==> config.mk <==
export PLATFORM = sky130hd
export DESIGN_NAME = stk_pipe_ad_iss_sched_flat
export DESIGN_NICKNAME = d
export VERILOG_FILES = /design/src/rtl/stk_pipe_ad_iss_sched_if.sv /design/src/rtl/stk_pipe_ad_iss_sched.sv /design/src/flat_wrapper.sv
export SDC_FILE = /design/constraint.sdc
export NUM_CORES = 1
export LEC_CHECK = 0
export ABC_AREA = 1
export CAP_MARGIN = 10
export CORE_MARGIN = 1
export CORE_UTILIZATION = 48
export CTS_CLUSTER_SIZE = 20
export DETAILED_ROUTE_END_ITERATION = 12
export GPL_ROUTABILITY_DRIVEN = 1
export PLACE_DENSITY = 0.84
export SETUP_SLACK_MARGIN = 0.05
export SYNTH_ARGS = -nofsm -noshare
export SYNTH_HDL_FRONTEND = slang
export SYNTH_SLANG_ARGS = --single-unit
==> constraint.sdc <==
create_clock -name clk -period 3.8 [get_ports clk]
set_clock_uncertainty 0.2 [all_clocks]
set_input_delay 1.14 -clock clk [delete_from_list [all_inputs] [get_ports clk]]
set_output_delay 1.14 -clock clk [all_outputs]
set_load 0.03 [all_outputs]
==> src/rtl/stk_pipe_ad_iss_sched_if.sv <==
// Issue-scheduler bus for the stk AD stage: engine requests, invalidation
// request, active-bit strobes and the registered issue slot.
interface stk_pipe_ad_iss_sched_if #(
    parameter int ENGS_N  = 4,
    parameter int ENGID_W = $clog2(ENGS_N)
);
    logic [ENGS_N-1:0]  i_eng_req;
    logic [ENGS_N-1:0]  o_eng_ack;
    logic               i_inv_req;
    logic [ENGID_W-1:0] i_inv_engid;
    logic               o_inv_ack;
    logic [ENGS_N-1:0]  i_active_set_d;
    logic [ENGS_N-1:0]  i_active_clr_d;
    logic               i_stall;
    logic               o_iss_vld_r;
    logic [ENGID_W-1:0] o_iss_engid_r;
    logic               o_iss_inv_r;
    logic [ENGS_N-1:0]  o_active_r;

    modport master (
        output i_eng_req, i_inv_req, i_inv_engid,
        output i_active_set_d, i_active_clr_d, i_stall,
        input  o_eng_ack, o_inv_ack,
        input  o_iss_vld_r, o_iss_engid_r, o_iss_inv_r, o_active_r
    );

    modport slave (
        input  i_eng_req, i_inv_req, i_inv_engid,
        input  i_active_set_d, i_active_clr_d, i_stall,
        output o_eng_ack, o_inv_ack,
        output o_iss_vld_r, o_iss_engid_r, o_iss_inv_r, o_active_r
    );
endinterface

==> src/rtl/stk_pipe_ad_iss_sched.sv <==
// AD-stage issue scheduler: shares one issue slot between round-robin
// engine requesters and the invalidation controller.
module stk_pipe_ad_iss_sched #(
    parameter int ENGS_N  = 4,
    parameter int ENGID_W = $clog2(ENGS_N),
    parameter int INV_MAX = 4
) (
    input logic                    clk,
    input logic                    arst_n,
    stk_pipe_ad_iss_sched_if.slave bus
);
    localparam int CNT_W = $clog2(INV_MAX + 1);

    logic [ENGS_N-1:0]  active_q, active_d;
    logic [ENGID_W-1:0] rr_ptr_q, rr_ptr_d;
    logic [CNT_W-1:0]   inv_cnt_q, inv_cnt_d;
    logic               iss_vld_q, iss_vld_d;
    logic [ENGID_W-1:0] iss_engid_q, iss_engid_d;
    logic               iss_inv_q, iss_inv_d;

    logic [ENGS_N-1:0]  elig;
    logic               eng_hit;
    logic [ENGID_W-1:0] eng_id;
    logic [ENGID_W-1:0] idx;
    logic               inv_win;
    logic               eng_win;

    assign active_d = (active_q | bus.i_active_set_d) & ~bus.i_active_clr_d;
    assign elig     = bus.i_eng_req & ~active_q;

    // Scan from the pointer upward; id width wraps the index modulo ENGS_N.
    always_comb begin
        eng_hit = 1'b0;
        eng_id  = '0;
        idx     = '0;
        for (int i = 0; i < ENGS_N; i++) begin
            idx = rr_ptr_q + ENGID_W'(i);
            if (!eng_hit && elig[idx]) begin
                eng_hit = 1'b1;
                eng_id  = idx;
            end
        end
    end

    assign inv_win = !bus.i_stall && bus.i_inv_req &&
                     ((inv_cnt_q < CNT_W'(INV_MAX)) || (elig == '0));
    assign eng_win = !bus.i_stall && !inv_win && eng_hit;

    assign bus.o_inv_ack = inv_win;
    assign bus.o_eng_ack = eng_win ? (ENGS_N'(1) << eng_id) : '0;

    always_comb begin
        rr_ptr_d    = rr_ptr_q;
        inv_cnt_d   = inv_cnt_q;
        iss_vld_d   = 1'b0;
        iss_engid_d = iss_engid_q;
        iss_inv_d   = iss_inv_q;
        if (inv_win) begin
            if (inv_cnt_q < CNT_W'(INV_MAX)) begin
                inv_cnt_d = inv_cnt_q + CNT_W'(1);
            end
            iss_vld_d   = 1'b1;
            iss_inv_d   = 1'b1;
            iss_engid_d = bus.i_inv_engid;
        end else if (eng_win) begin
            rr_ptr_d    = eng_id + ENGID_W'(1);
            inv_cnt_d   = '0;
            iss_vld_d   = 1'b1;
            iss_inv_d   = 1'b0;
            iss_engid_d = eng_id;
        end
    end

    always_ff @(posedge clk or negedge arst_n) begin
        if (!arst_n) begin
            active_q    <= '0;
            rr_ptr_q    <= '0;
            inv_cnt_q   <= '0;
            iss_vld_q   <= 1'b0;
            iss_engid_q <= '0;
            iss_inv_q   <= 1'b0;
        end else begin
            active_q    <= active_d;
            rr_ptr_q    <= rr_ptr_d;
            inv_cnt_q   <= inv_cnt_d;
            iss_vld_q   <= iss_vld_d;
            iss_engid_q <= iss_engid_d;
            iss_inv_q   <= iss_inv_d;
        end
    end

    assign bus.o_active_r    = active_q;
    assign bus.o_iss_vld_r   = iss_vld_q;
    assign bus.o_iss_engid_r = iss_engid_q;
    assign bus.o_iss_inv_r   = iss_inv_q;
endmodule

==> src/flat_wrapper.sv <==
// flat-port wrapper written by rule: the top's interface ports become plain ports
module stk_pipe_ad_iss_sched_flat 
#(
    parameter int ENGS_N  = 4,
    parameter int ENGID_W = $clog2(ENGS_N),
    parameter int INV_MAX = 4
)
  (clk, arst_n, bus_i_eng_req, bus_i_inv_req, bus_i_inv_engid, bus_i_active_set_d, bus_i_active_clr_d, bus_i_stall, bus_o_eng_ack, bus_o_inv_ack, bus_o_iss_vld_r, bus_o_iss_engid_r, bus_o_iss_inv_r, bus_o_active_r);
  stk_pipe_ad_iss_sched_if #(.ENGS_N(ENGS_N), .ENGID_W(ENGID_W)) bus_i ();
  input logic clk;
  input logic arst_n;
  input wire logic [$bits(bus_i.i_eng_req)-1:0] bus_i_eng_req;
  input wire logic [$bits(bus_i.i_inv_req)-1:0] bus_i_inv_req;
  input wire logic [$bits(bus_i.i_inv_engid)-1:0] bus_i_inv_engid;
  input wire logic [$bits(bus_i.i_active_set_d)-1:0] bus_i_active_set_d;
  input wire logic [$bits(bus_i.i_active_clr_d)-1:0] bus_i_active_clr_d;
  input wire logic [$bits(bus_i.i_stall)-1:0] bus_i_stall;
  output wire logic [$bits(bus_i.o_eng_ack)-1:0] bus_o_eng_ack;
  output wire logic [$bits(bus_i.o_inv_ack)-1:0] bus_o_inv_ack;
  output wire logic [$bits(bus_i.o_iss_vld_r)-1:0] bus_o_iss_vld_r;
  output wire logic [$bits(bus_i.o_iss_engid_r)-1:0] bus_o_iss_engid_r;
  output wire logic [$bits(bus_i.o_iss_inv_r)-1:0] bus_o_iss_inv_r;
  output wire logic [$bits(bus_i.o_active_r)-1:0] bus_o_active_r;
  assign bus_i.i_eng_req = bus_i_eng_req;
  assign bus_i.i_inv_req = bus_i_inv_req;
  assign bus_i.i_inv_engid = bus_i_inv_engid;
  assign bus_i.i_active_set_d = bus_i_active_set_d;
  assign bus_i.i_active_clr_d = bus_i_active_clr_d;
  assign bus_i.i_stall = bus_i_stall;
  assign bus_o_eng_ack = bus_i.o_eng_ack;
  assign bus_o_inv_ack = bus_i.o_inv_ack;
  assign bus_o_iss_vld_r = bus_i.o_iss_vld_r;
  assign bus_o_iss_engid_r = bus_i.o_iss_engid_r;
  assign bus_o_iss_inv_r = bus_i.o_iss_inv_r;
  assign bus_o_active_r = bus_i.o_active_r;
  stk_pipe_ad_iss_sched #(.ENGS_N(ENGS_N), .ENGID_W(ENGID_W), .INV_MAX(INV_MAX)) u_core (.clk(clk), .arst_n(arst_n), .bus(bus_i));
endmodule
# [Word level (Yosys, flattened, before mapping)]
# Index checks and enable logic that the tools add are counted.
[op_classes] n_eq_ne=1 add_sub_neg=5 n_reduce_logical=17 shifts=1 muxes=26 order_cmp=5 bitwise_logic=6
[ops] operator="$lt A2 B3 Y1 const B" n=4
[ops] operator="$mux W1" n=12
[ops] operator="$mux W2" n=6
[ops] operator="$mux W3" n=3
[ops] operator="$and A4 B4 Y4" n=2
[ops] operator="$bmux W1 S2" n=4
[ops] operator="$not A4 Y4" n=2
[ops] operator="$logic_and A1 B1 Y1" n=7
[ops] operator="$logic_not A1 Y1" n=5
[ops] operator="$add A2 B1 Y2 const B" n=2
[ops] operator="$add A2 B2 Y2 const B" n=2
[ops] operator="$logic_not A4 Y1" n=1
[ops] operator="$mux W4" n=1
[ops] operator="$or A4 B4 Y4" n=1
[ops] operator="$reduce_and A2 Y1" n=2
[ops] operator="$shl A1 B2 Y4 const A" n=1
[ops] operator="$add A3 B1 Y3 const B" n=1
[ops] operator="$lt A3 B3 Y1 const B" n=1
[ops] operator="$ne A2 B2 Y1 const B" n=1
[ops] operator="$reduce_bool A2 Y1" n=1
[ops] operator="$logic_or A1 B1 Y1" n=1
[ops] operator="$not A1 Y1" n=1
[totals] inputBits=18 out_inout_bits=13 elab_cells=67 register_bits=13

# [Logic depth before layout (Yosys ltp)]
# Gate-level depths: netlist (run 1).
[depth] ltp_word=17 mapped_depth=13 mapped_depth_nobuf=12

# [Worst setup path before layout (run 1)]
# Ideal clock, no wire load.
[synth_timing] path_type="input to output" start="in bus_i_eng_req[1]" end="out bus_o_eng_ack[0]" path_buffers=0 required_time_ns=2.460 arrival_time_ns=2.220 cell_stages=9 slack_ns=0.240 path_cell_list="nand3_1 nand3_1 nand2_1 inv_2 nand3_1 nand3_1 nand2_4 nand2_1 nor2_1"
[synth_between] elab_chain_len=15 elab_cells_between_ends=31 classes_between="shift (1); mux (17); bitwise (1); reduce/logical (12)"
[synth_lines] element="from (decl)" line="flat_wrapper.sv:12" rtl="input wire logic [$bits(bus_i.i_eng_req)-1:0] bus_i_eng_req;"
[synth_lines] element="$and A4 B4 Y4 *" line="stk_pipe_ad_iss_sched.sv:29" rtl="assign elig = bus.i_eng_req & ~active_q;"
[synth_lines] element="$bmux W1 S2" line="stk_pipe_ad_iss_sched.sv:38" rtl="if (!eng_hit && elig[idx]) begin"
[synth_lines] element="$mux W1 (not written as such)" line="stk_pipe_ad_iss_sched.sv:38"
[synth_lines] element="$mux W1" line="stk_pipe_ad_iss_sched.sv:38"
[synth_lines] element="$logic_not A1 Y1" line="stk_pipe_ad_iss_sched.sv:38"
[synth_lines] element="$logic_and A1 B1 Y1" line="stk_pipe_ad_iss_sched.sv:38"
[synth_lines] element="$mux W1" line="stk_pipe_ad_iss_sched.sv:38"
[synth_lines] element="$logic_not A1 Y1" line="stk_pipe_ad_iss_sched.sv:38"
[synth_lines] element="$logic_and A1 B1 Y1" line="stk_pipe_ad_iss_sched.sv:38"
[synth_lines] element="$mux W1" line="stk_pipe_ad_iss_sched.sv:38"
[synth_lines] element="$logic_not A1 Y1" line="stk_pipe_ad_iss_sched.sv:38"
[synth_lines] element="$logic_and A1 B1 Y1" line="stk_pipe_ad_iss_sched.sv:38"
[synth_lines] element="$mux W2 / $mux W1 (equally long branches)" line="stk_pipe_ad_iss_sched.sv:38"
[synth_lines] element="$shl A1 B2 Y4 / $logic_and A1 B1 Y1 (equally long branches)" line="stk_pipe_ad_iss_sched.sv:50, stk_pipe_ad_iss_sched.sv:47"
[synth_lines] element="$mux W4 *" line="stk_pipe_ad_iss_sched.sv:50" rtl="assign bus.o_eng_ack = eng_win ? (ENGS_N'(1) << eng_id) : '0;"
[synth_lines] element="to (decl)" line="flat_wrapper.sv:18" rtl="output wire logic [$bits(bus_i.o_eng_ack)-1:0] bus_o_eng_ack;"
# Every way passes the cells marked *; elsewhere a longest branch is shown, timed or not. The select of a mux whose other input is x is not followed.

# [Worst setup path in the final report (run 1)]
[layout_timing] start="in bus_i_eng_req[2]" end="out bus_o_eng_ack[1]"
# Same word-level chain as after synthesis.

==> results of run 1 <==
-- metal layers --
layer,GRT usage,routed length [µm],up-vias
met4,0.124,91,0
met1,0.301,1030,489
li1,-,-,492
met5,0,0,-
met2,0.429,1410,43
met3,0.0278,124,13
-- final cells by class --
class | count | area [µm²]
Multi-Input combinational cell | 96 | 626
Sequential cell | 13 | 325
Timing Repair Buffer | 42 | 372
Fill cell | 117 | 322
Tap cell | 25 | 31.3
Clock buffer | 4 | 26.3
Inverter | 14 | 62.6
-- cell families (layout without fill, tap and decap cells) --
family | count (synthesis) | after routing | share of synthesized area
AO/OA/AOI/OAI | 5 | 5 | 0.0353
AND/OR/NAND/NOR | 90 | 90 | 0.497
flip-flops | 13 | 13 | 0.353
adder cells (fa/ha/maj) | 1 | 1 | 0.0136
buffers and inverters | 17 | 60 | 0.101
-- worst paths after layout --
path | start | slack (ns) | to
worst max-delay path | bus_i_eng_req[2] | 0.09 | bus_o_eng_ack[1]
worst min-delay path | u_core.bus.o_iss_inv_r$_DFFE_PN0P_ | 0.28 | u_core.bus.o_iss_inv_r$_DFFE_PN0P_
worst max register to register | u_core.rr_ptr_q[0]$_DFFE_PN0P_ | 1.56 | u_core.bus.o_iss_engid_r[1]$_DFFE_PN0P_
worst min register to register | u_core.bus.o_iss_inv_r$_DFFE_PN0P_ | 0.28 | u_core.bus.o_iss_inv_r$_DFFE_PN0P_
max in group asynchronous | arst_n | 1.96 | u_core.bus.o_active_r[2]$_DFF_PN0_
min in group asynchronous | arst_n | 1.04 | u_core.bus.o_iss_engid_r[1]$_DFFE_PN0P_
-- where the power goes --
group	internal, W	switching (W)	leakage [nW]
Clock	0.0000408	0.0000451	0.0150
Sequential	0.000178	0.0000678	0.162
Combinational	0.000282	0.000419	0.543
-- Yosys cell counts --
cell type | n | area, µm²
clkinv_1 | 1 | 3.75
nand4_1 | 3 | 18.8
nor2_4 | 1 | 11.3
o21ai_1 | 3 | 15.0
nand2_4 | 1 | 11.3
inv_2 | 5 | 18.8
nor2_1 | 12 | 45.0
o211ai_2 | 1 | 12.5
nand2_1 | 38 | 143
nand3_2 | 8 | 80.1
a21oi_1 | 1 | 5.00
inv_8 | 1 | 11.3
inv_4 | 1 | 6.26
nand2_2 | 7 | 43.8
buf_6 | 2 | 22.5
ha_1 | 1 | 12.5
nor3_2 | 1 | 10.0
dfrtp_1 | 13 | 325
nand3_1 | 19 | 95.1
buf_4 | 1 | 7.51
inv_1 | 6 | 22.5
-- timing repair --
item,in CTS,in global routing
endpoints found under the setup margin,4,4
pin swaps,2,12
setup buffers,0,2
resized for setup,20,27
-- stage by stage --
step	hold WS, ns	util
floorplan	0.253	-
global placement	0.260	0.728
detailed placement	0.264	0.728
CTS	0.285	0.767
global route	0.297	0.818
finish	0.281	0.818
-- critical path: cells and delay by family --
family,cells,cell delay (ns)
and+or+nand+nor,8,0.62
buffers and inverters,4,0.45
AOI/OAI and AO/OA,1,0.15
-- registers in the layout, indices dropped and copies added (netlist names) --
| signal | flops |
|---|---|
| u_core.bus.o_active_r | 4 |
| u_core.bus.o_iss_engid_r | 2 |
| u_core.bus.o_iss_inv_r | 1 |
| u_core.bus.o_iss_vld_r | 1 |
| u_core.inv_cnt_q | 3 |
| u_core.rr_ptr_q | 2 |
==> results.sh, run 1 <==
export IMPL_cp_required_ns=2.46
export IMPL_yosysWarnings=0
export IMPL_pin_count=31
export IMPL_ys_seq_area_frac=0.353
export IMPL_synth_seq_cells=13
export IMPL_fmax_ghz=0.269
export IMPL_grt_max_degree=14
export IMPL_setup_tns_final_ns=0
export IMPL_path_common_cell="nand2_1"
export IMPL_min_period_over_period=0.976
export IMPL_gr_total_overflow=0
export IMPL_clk_pin_slew_ns=0.08
export IMPL_cp_max_fo=3
export IMPL_numPortBuffers=30
export IMPL_core_rowCount=15
export IMPL_clock_latency_ns=0.28
export IMPL_syn_avg_cell_area_um2=7.31
export IMPL_cts_num_sinks=13
export IMPL_h_tree_depth=1
export IMPL_powerDensity_nw_per_um2=715
export IMPL_cts_tree="yes"
export IMPL_placed_cells=188
export IMPL_cpPeakStageDelay_ns=0.15
export IMPL_drive_above_1_share=0.414
export IMPL_hold_viol_final=0
export IMPL_gp_congestion=0.879
export IMPL_power_total_w=0.00103
export IMPL_placed_cell_area_um2=1280
export IMPL_stdcell_count=194
export IMPL_postCtsHoldBufs=0
export IMPL_cap_violations=0
export IMPL_root_buffer="clkbuf_4"
export IMPL_finalInstanceArea_um2=1440
export IMPL_setup_viol=0
export IMPL_worst_slew_pin_transition_ns=0.636
export IMPL_period_needed_ns=3.71
export IMPL_r2r_cells=11
export IMPL_syn_cell_area_um2=921
export IMPL_syn_inst=126
export IMPL_end_kind="output pin"
export IMPL_critical_path_cell_chain="buf_4 -> nand2_1 -> nand2_1 -> a21oi_1 -> nand2_1 -> nand2_1 -> nand2_1 -> nand3_2 -> buf_6 -> nor2_4 -> nand2_2 -> inv_1 -> buf_6"
export IMPL_post_route_worst_setup_slack_ns=0.0893
export IMPL_fin_nets=189
export IMPL_grt_pass1_wl_mm=3.73
export IMPL_area_growth_syn_to_layout_pct=56.7
export IMPL_synth_cell_type_count=21
export IMPL_criticalPathCategory="in2out"
export IMPL_status="complete, no violations"
export IMPL_hold_depth=2
export IMPL_die_w_um=45.8
export IMPL_dieArea_um2=2100
export IMPL_diodes=0
export IMPL_mostFrequentLayoutCell="nand2_1"
export IMPL_slew_viol_final=0
export IMPL_arrival_ns=2.37
export IMPL_dieHeight_um=45.8
export IMPL_drc=0
export IMPL_irDropWorstVdd_uv=577
export IMPL_ant_nets=0
export IMPL_grt_pass1_vias=900
export IMPL_cts_buffer_depth=2
export IMPL_finalWirelength_mm=2.65
export IMPL_dr_total_vias=1037
export IMPL_syn_num_nets=145
export IMPL_mostFrequentLayoutCells="nand2_1, clkdlybuf4s50_1, nand3_2, buf_4, dfrtp_1"
export IMPL_min_path_type="reg2reg"
export IMPL_pre_cts_slack_ns=-0.281
export IMPL_antenna_found_initial=0
export IMPL_grtUsageTotal=0.248
export IMPL_drt_initial_drc_count=37
export IMPL_core_um2=1760
export IMPL_firstDrtPassIters=4
export IMPL_start_kind="input port"
export IMPL_slew_limit_headroom=0.576
export IMPL_crit_slowest_cell="a21oi_1"
export IMPL_initial_core_util=0.522
export IMPL_viasPerCell=5.35
export IMPL_p_leak_nw=0.720
export IMPL_wire_per_inst_um=13.7
export IMPL_cts_buffers=3
export IMPL_dp_hpwl_mm=1.72
Power figures use the tool's default switching activity.
==> inputs of run 2 (changes only) <==
RECOVER_POWER = 50   (was not set)
==> run 2 against run 1 <==
Against the previous run:
- highest routed layer unchanged
- combinational power hardly changed
- sequential share of layout area stayed put
- cell count stayed put
- flip-flop and latch count stayed put
- global-route usage stayed put
- hold slack hardly changed
==> results.sh, run 2 (synthesis gave the netlist of run 1 again) <==
export IMPL_placed_cell_area_um2=1280
export IMPL_min_path_type="reg2reg"
export IMPL_irDropWorstVdd_uv=577
export IMPL_dr_total_vias=1027
export IMPL_wire_per_inst_um=13.7
export IMPL_arrival_ns=2.36
export IMPL_cts_buffers=3
export IMPL_cp_max_fo=3
export IMPL_drc=0
export IMPL_grt_pass1_vias=900
export IMPL_dieHeight_um=45.8
export IMPL_mostFrequentLayoutCells="nand2_1, nand3_2, clkdlybuf4s50_1, buf_4, dfrtp_1"
export IMPL_root_buffer="clkbuf_4"
export IMPL_finalWirelength_mm=2.66
export IMPL_stdcell_count=194
export IMPL_cap_violations=0
export IMPL_placed_cells=188
export IMPL_largest_reg_flops=4
export IMPL_p_switching_w=0.000533
export IMPL_dieArea_um2=2100
export IMPL_drive_above_1_share=0.408
export IMPL_cp_required_ns=2.46
export IMPL_viasPerCell=5.29
export IMPL_numPortBuffers=30
export IMPL_core_rowCount=15
export IMPL_drt_initial_drc_count=35
export IMPL_grt_max_degree=14
export IMPL_die_w_um=45.8
export IMPL_timing_rr_start="u_core.rr_ptr_q[0]$_DFFE_PN0P_"
export IMPL_gr_total_overflow=0
export IMPL_period_needed_ns=3.70
export IMPL_core_um2=1760
export IMPL_end_kind="output pin"
export IMPL_pwr_share_clk=0.083
export IMPL_fmax_ghz=0.271
export IMPL_whs_endpoint="u_core.bus.o_iss_inv_r$_DFFE_PN0P_"
export IMPL_slew_limit_headroom=0.572
export IMPL_dp_hpwl_mm=1.72
export IMPL_hold_viol_final=0
export IMPL_finalInstanceArea_um2=1440
export IMPL_p_seq_frac=0.239
export IMPL_power_total_w=0.00103
export IMPL_min_period_over_period=0.973
export IMPL_cts_tree="yes"
export IMPL_cts_buffer_depth=2
export IMPL_hold_depth=2
export IMPL_mostFrequentLayoutCell="nand2_1"
export IMPL_grt_pass1_wl_mm=3.73
export IMPL_min_delay_start="u_core.bus.o_iss_inv_r$_DFFE_PN0P_"
export IMPL_swShare=0.516
export IMPL_clk_pin_slew_ns=0.08
export IMPL_setup_viol=0
export IMPL_area_growth_syn_to_layout_pct=56.7
export IMPL_antenna_found_initial=0
export IMPL_clock_latency_ns=0.28
export IMPL_power_frac_comb=0.678
export IMPL_reg2reg_to="u_core.bus.o_iss_engid_r[1]$_DFFE_PN0P_"
export IMPL_grtUsageTotal=0.248
export IMPL_p_leak_nw=0.723
export IMPL_reg2reg_slack_ns=1.55
export IMPL_gp_congestion=0.879
export IMPL_criticalPathCategory="in2out"
export IMPL_pin_count=31
export IMPL_status="complete, no violations"
export IMPL_slew_viol_final=0
export IMPL_start_kind="input port"
export IMPL_p_int_w=0.000499
export IMPL_initial_core_util=0.522
export IMPL_firstDrtPassIters=4
export IMPL_fin_nets=189
export IMPL_r2r_cells=11
export IMPL_cts_num_sinks=13
export IMPL_h_tree_depth=1
export IMPL_worst_slew_pin_transition_ns=0.643
export IMPL_diodes=0
export IMPL_ant_nets=0
export IMPL_powerDensity_nw_per_um2=715
[run 2: cell types whose count changed in the layout (fill, tap and decap cells not counted), sizes merged]
cell	previous run	this run
dlygate4sd3	0	5
clkdlybuf4s50	21	16
[run 2: cell type report]
class                   instances  area [µm²]
inverters                      14        62.6
repair buffers                 42         372
multi-input cells              96         626
fillers                       117         322
well taps                      25        31.3
clock buffers                   4        26.3
flip-flops and latches         13         325
[run 2: critical path, stage by stage]
cell and delay, ns:
buf_4 0.13, nand2_1 0.06, nand2_1 0.05, a21oi_1 0.15
nand2_1 0.13, nand2_1 0.11, nand2_1 0.07, nand3_2 0.10
buf_6 0.12, nor2_4 0.04, nand2_2 0.06, inv_1 0.06
buf_6 0.13
[run 2: how the worst max path moves through the flow]
stage	depth (start not counted)	from	slack, ns	to
2_1_floorplan	9	bus_i_eng_req[1]	0.24	bus_o_eng_ack[0]
3_3_place_gp	12	bus_i_eng_req[3]	-0.21	bus_o_eng_ack[0]
3_5_place_dp	12	bus_i_eng_req[3]	-0.28	bus_o_eng_ack[0]
4_1_cts	13	bus_i_eng_req[2]	0.07	bus_o_eng_ack[1]
5_1_grt	12	bus_i_eng_req[0]	-0.01	bus_o_eng_ack[2]
6_report	13	bus_i_eng_req[2]	0.10	bus_o_eng_ack[1]
[run 2: power by group through the flow]
| stage | clock network [W] | logic [W] | registers (W) |
|---|---|---|---|
| 3_3_place_gp | 0 | 0.000557 | 0.000231 |
| 3_5_place_dp | 0 | 0.000575 | 0.000231 |
| 4_1_cts | 0.0000880 | 0.000588 | 0.000234 |
| 2_1_floorplan | 0 | 0.000401 | 0.000237 |
| 6_report | 0.0000855 | 0.000700 | 0.000246 |
| 5_1_grt | 0.0000921 | 0.000744 | 0.000250 |
[run 2: stage by stage]
stage	util	setup slack (ns)	hold WS (ns)	setup TNS, ns
after detailed placement	0.728	-0.281	0.264	-1.02
after floorplan	-	0.240	0.253	0
final	0.818	0.104	0.281	0
after CTS	0.767	0.0708	0.285	0
after global routing	0.818	-0.0103	0.297	-0.0103
after global placement	0.728	-0.212	0.260	-0.801
[run 2: metal layers]
metal	share of wire	up-vias	GRT usage	wire [µm]
li1	-	496	-	-
met1	0.39	480	0.301	1050
met2	0.53	38	0.429	1400
met3	0.043	13	0.0278	115
met4	0.036	0	0.124	95
met5	0	-	0	0
[run 2: repair_timing]
action / 4_1_cts / 5_1_grt
hold buffers: 0 / 0
pin swaps: 2 / 12
endpoints found under the setup margin: 4 / 4
gates resized for setup: 20 / 27
setup buffers: 0 / 2
